## src/rtl/seq_det_pkg.sv

```systemverilog
// Shared types and helpers for the parametrised serial-pattern detector.
package seq_det_pkg;

    typedef enum logic {NON_OVERLAP, OVERLAP} ovl_mode_t;

    typedef enum logic {FILLING, ARMED} det_state_t;

    function automatic int fill_w(int n);
        return $clog2(n + 1);
    endfunction

endpackage

```

## src/rtl/sat_counter.sv

```systemverilog
// Saturating event counter with a sticky all-ones flag and synchronous clear.
module sat_counter #(
    parameter int WIDTH = 8
) (
    input  logic             clk,
    input  logic             rst,
    input  logic             clr,
    input  logic             inc,
    output logic [WIDTH-1:0] cnt,
    output logic             sat
);

    logic [WIDTH-1:0] cnt_q, cnt_d;
    logic             sat_q, sat_d;

    always_comb begin
        cnt_d = cnt_q;
        sat_d = sat_q;
        if (clr) begin
            // A clear coinciding with an increment counts that event.
            cnt_d = inc ? WIDTH'(1) : '0;
            sat_d = 1'b0;
        end else if (inc) begin
            if (cnt_q != '1) begin
                cnt_d = cnt_q + 1'b1;
            end
            if (cnt_d == '1) begin
                sat_d = 1'b1;
            end
        end
    end

    always_ff @(posedge clk) begin
        if (rst) begin
            cnt_q <= '0;
            sat_q <= 1'b0;
        end else begin
            cnt_q <= cnt_d;
            sat_q <= sat_d;
        end
    end

    assign cnt = cnt_q;
    assign sat = sat_q;

endmodule

```

## src/rtl/seq_detector_param.sv

```systemverilog
// Serial pattern detector: registered match pulse plus saturating match count,
// with overlapping / non-overlapping modes and an input-valid enable.
module seq_detector_param
    import seq_det_pkg::*;
#(
    parameter int PAT_W   = 3,
    parameter     PATTERN = 3'b110,
    parameter int CNT_W   = 8
) (
    input  logic             clk,
    input  logic             rst,
    input  logic             in,
    input  logic             en,
    input  logic             ovl,
    input  logic             clr,
    output logic             out,
    output logic [CNT_W-1:0] match_cnt,
    output logic             sat
);

    localparam int             FW   = fill_w(PAT_W);
    localparam logic [FW-1:0]  FULL = FW'(PAT_W);
    localparam logic [PAT_W-1:0] PAT = PAT_W'(PATTERN);

    if (PAT_W < 2 || $bits(PATTERN) != PAT_W) begin : g_bad_param
        $error("seq_detector_param: PAT_W must be >= 2 and match the width of PATTERN");
    end

    logic [PAT_W-1:0] hist_q, hist_d;
    logic [FW-1:0]    fill_q, fill_d;
    logic             out_q, out_d;
    logic [PAT_W-1:0] shifted;
    logic             match;
    det_state_t       state;

    assign shifted = {hist_q[PAT_W-2:0], in};

    always_comb begin
        state = (fill_q == FULL) ? ARMED : FILLING;
    end

    // The bit arriving this edge completes the window once PAT_W-1 are held.
    assign match = en && (shifted == PAT) &&
                   (state == ARMED || fill_q == FULL - 1'b1);

    always_comb begin
        hist_d = hist_q;
        fill_d = fill_q;
        out_d  = 1'b0;
        if (en) begin
            hist_d = shifted;
            if (match) begin
                out_d = 1'b1;
                if (ovl_mode_t'(ovl) == NON_OVERLAP) begin
                    fill_d = '0;
                end
            end else if (state == FILLING) begin
                fill_d = fill_q + 1'b1;
            end
        end
    end

    always_ff @(posedge clk) begin
        if (rst) begin
            hist_q <= '0;
            fill_q <= '0;
            out_q  <= 1'b0;
        end else begin
            hist_q <= hist_d;
            fill_q <= fill_d;
            out_q  <= out_d;
        end
    end

    assign out = out_q;

    sat_counter #(
        .WIDTH(CNT_W)
    ) u_match_cnt (
        .clk(clk),
        .rst(rst),
        .clr(clr),
        .inc(match),
        .cnt(match_cnt),
        .sat(sat)
    );

endmodule

```

## config.mk

```make
export PLATFORM = sky130hd
export DESIGN_NAME = seq_detector_param
export DESIGN_NICKNAME = d
export VERILOG_FILES = /design/src/rtl/seq_det_pkg.sv /design/src/rtl/sat_counter.sv /design/src/rtl/seq_detector_param.sv
export SDC_FILE = /design/constraint.sdc
export NUM_CORES = 1
export LEC_CHECK = 0
export BUFFER_PORTS_ARGS = -buffer_cell sky130_fd_sc_hd__buf_2
export CORE_UTILIZATION = 53
export DETAILED_ROUTE_END_ITERATION = 8
export PLACE_DENSITY = 0.79
export SLEW_MARGIN = 20
export SYNTH_ARGS = -nofsm -noshare
export SYNTH_HDL_FRONTEND = slang
export SYNTH_SLANG_ARGS = --single-unit
```

## constraint.sdc

```tcl
create_clock -name clk -period 3.8 [get_ports clk]
set_input_delay 0.19 -clock clk [delete_from_list [all_inputs] [get_ports clk]]
set_output_delay 0.19 -clock clk [all_outputs]
set_load 0.02 [all_outputs]
```

==> results.md <==
* Sw Ratio at 21.79%
* Ant diodes at 0
* Largest net degree at the start of global routing at 13
* Fin crit period at ~1.7 ns
* DR vias at approximately 820
* Die Wd at about 42 um
* Tcrit/Tclk final at 45.35%
* CP arrival at approximately 1.9 ns
* Fill cells at around 140
* HP Start: in
* Cell variety after synth at 36
* Status: finished clean
* Most common cell in the synthesized netlist: dfxtp_1
* Worst min path class: in -> reg
* Core footprint at between 1500 and 2000 um2
* Yosys reg bits at 14
* DR vias/cell at 6.188
* Io pins at 16
* Gate count after technology mapping at between 100 and 150
* Logic pwr share at about 6.7%
* EDFF count, synth at 0
* Finished layout cell area at approximately 930 um2
* Maximum vdd drop at approximately 0.24 mV
* Placed Area at 907.1 um2
* R2r endpoint: u_match_cnt.cnt[3]$_SDFFE_PP0P_
* NetSw at ~0.000054 W
* # setup viols final at 0
* # hold bufs at CTS at 0
* Antenna-violating nets left at 0
* Clk_lat worst skew at approximately 0.27 ns
* Most used cell, CP: nor2_1
* Leading post-synthesis cells by cell area: dfxtp_1 (33%), nor2_1 (5.3%), nand2_1 (4.8%), ha_1 (4.4%), a21oi_1 (4.1%)
* CTS Buf Count at 3
* Worst path cell trace: inv_1, ha_1, nor2_1, or2_1, nor2_1, a211oi_1
* CTS tree: done
* Worst path max stage delay at 0.39 ns
* Die area at 1772 um2
* Fmax at 580.3 MHz
* Worst Hold Depth at 3
* Clock tree buffer depth at 2
* Routed length per instance at roughly 14 um
* R2R cell count at 6
* Slew Viols, Final at 0
* Post-CTS Setup Inserts at 0
* Hold Vio Cnt, Final at 0
* Initial antenna violation count at 0
* Clk pwr share at around a third
* Post-synth top area share at around a third
* Sequential Power Share at roughly three fifths
* Pwr Density at around 270 nW/um2
* Post-Syn Area at 852.1 um2
* Seq/Total Area, Yosys at between 30% and 40%
* Root Buffer: clkbuf_4
* Crit-path max FO at 9
* Vias in the first global route at 702
* Buffers on Ports at 15
* Setup tns final at 0 ns
* RR Startpoint: fill_q[0]$_SDFFE_PP0P_
* Initial Util at 56.56%
* Gp weighted congestion at 0.8815
* Hold Path End: hist_q[0]$_SDFFE_PP0P_
* Post-CTS Resized at 0
* Synth area leader: dfxtp_1
* Critical path class: reg -> reg
* Crit path max-delay cell type: dfxtp_1
* Final net count at 128
* Syn avg cell area at 8.038 um2
* Synth warnings at 0
* DR iter-0 viols at 31
* Dpl hpwl at between 1 and 1.5 mm
* Mapped Nets at ~120
* Rows at 14
* First-pass GRT wire length at a little under 3 mm
* H-tree Lvls at 1
* Synth cell count leaders: dfxtp_1 (14), nor2_1 (12), nand2_1 (11)
* Area delta synth->final at 9.104%
* CP endpoint kind: register
* Int Pwr at 0.0001933 W
* WL final at 1.800 mm
* CTS Sinks at 14
* Req. time, crit path at ~4 ns
* Flop2flop setup slack at 2.08 ns
* RSZ-0062 raised after global routing: false
* CTS clock-pin slew for the worst setup and hold paths at roughly 0.07 ns
* Die Ht at 42.10 um
* Lkg Pwr at between 0.3 and 0.4 nW
* Slew Limit Headroom at 75.48%
* Post-synth ARST share at 0%
* Final Skew at approximately 0.0022 ns
* Worst Tran Pin Value at 0.3674 ns
* GRT overflow at 0
* First-pass detailed-route iteration total at 4
* Share of cells above drive strength 1 at 21.37%
* Top_reg_cell synth: dfxtp_1
* Residual DRC count at 0
* Max-Cap Viols at 0
* GRT Resource Usage Total at a little over a fifth
* Startpoint class of the critical path: register
-- final cells by class --
type	instances	area, um2	area share, %
multi-input combinational	82	520.5	55.99
sequential	14	280.3	30.15
timing repair buffer	15	75.07	8.075
clock buffer	3	22.52	2.423
tap	16	20.02	2.153
inverter	3	11.26	1.211
-- through the flow --
stage	instances	hold WS (ns)	utilization (%)	setup slack, ns	power, W
floorplan	106	0.3372	-	2.263	0.0001657
global placement	130	0.4320	60.22	2.207	0.0001711
detailed placement	130	0.4385	60.22	2.165	0.0001718
CTS	133	0.1582	61.71	2.117	0.0002518
global route	133	0.1800	61.71	1.966	0.0002595
finish	133	0.1612	61.71	2.077	0.0002472
-- power by group through the flow --
stage	Sequential, W	Clock, W	Combinational (W)
global route	0.000152	0.0000883	0.0000187
floorplan	0.000155	0	0.0000109
CTS	0.000152	0.0000835	0.0000165
detailed placement	0.000155	0	0.0000165
global placement	0.000155	0	0.0000158
finish	0.000152	0.0000788	0.0000165
-- worst max-delay path by stage --
stage                                     from                         endpoint  cells after the start
2_1_floorplan  u_match_cnt.cnt[1]$_SDFFE_PP0P_     u_match_cnt.sat$_SDFFE_PP0P_                      6
3_3_place_gp            fill_q[0]$_SDFFE_PP0P_  u_match_cnt.cnt[5]$_SDFFE_PP0P_                      6
3_5_place_dp            fill_q[0]$_SDFFE_PP0P_  u_match_cnt.cnt[3]$_SDFFE_PP0P_                      6
4_1_cts                 fill_q[0]$_SDFFE_PP0P_  u_match_cnt.cnt[3]$_SDFFE_PP0P_                      6
5_1_grt        u_match_cnt.cnt[0]$_SDFFE_PP0P_  u_match_cnt.cnt[3]$_SDFFE_PP0P_                      5
6_report                fill_q[0]$_SDFFE_PP0P_  u_match_cnt.cnt[3]$_SDFFE_PP0P_                      6
-- worst max-delay path, delay by kind of cell, from the launching register on --
family / cells / cell delay, ns
buffers and inverters: 1 / 0.06
flip-flops: 1 / 0.39
AND/OR/NAND/NOR: 3 / 0.66
adder cells (fa/ha/maj): 1 / 0.19
AO/OA/AOI/OAI: 1 / 0.31
-- registers in the layout, summed over array words and instances (netlist names) --
name             count
fill_q               2
u_match_cnt.cnt      8
out                  1
u_match_cnt.sat      1
hist_q               2
-- routing by layer --
layer,GRT usage (%),up-vias,share of wire (%)
li1,-,418,-
met1,28.84,374,48
met2,34.38,27,44
met3,6.466,4,6.1
met4,6.250,0,1.3
met5,0,-,0
-- cells in the final DEF, fill, tap and decap left out --
master / Yosys / final
o221a_2: 2 / 2
nor2_1: 12 / 12
nor2_2: 1 / 1
clkbuf_4: 0 / 3
and2_1: 3 / 3
mux2i_1: 2 / 2
nor2b_1: 2 / 2
nand4b_1: 1 / 1
o2111ai_1: 2 / 2
nand3_1: 3 / 3
nor4_1: 1 / 1
a21bo_2: 1 / 1
nand2_1: 11 / 11
a22oi_1: 2 / 2
and4_1: 3 / 3
a21oi_1: 7 / 7
or2_1: 1 / 1
nand3b_1: 1 / 1
and3_1: 3 / 3
a211oi_1: 1 / 1
a311oi_1: 3 / 3
nor3_1: 3 / 3
ha_1: 3 / 3
o31ai_1: 2 / 2
o21ai_0: 6 / 6
buf_2: 4 / 15
or2_2: 1 / 1
inv_1: 3 / 3
dfxtp_1: 14 / 14
nor4_2: 1 / 1
nand4b_2: 1 / 1
or2b_1: 1 / 1
nand4_1: 1 / 1
a41oi_1: 1 / 1
-- kinds of logic (layout without fill, tap and decap cells) --
group                      count (synthesis)  in the layout  synth area share (%)
and+or+nand+nor                           50             50                 32.31
DFF                                       14             14                 32.89
AOI/OAI and AO/OA                         27             27                 22.03
adders and majority gates                  3              3                 4.406
muxes                                      2              2                 2.350
buffers and inverters                     10             21                 6.019
No activity file was read; power rests on OpenSTA's default activity.
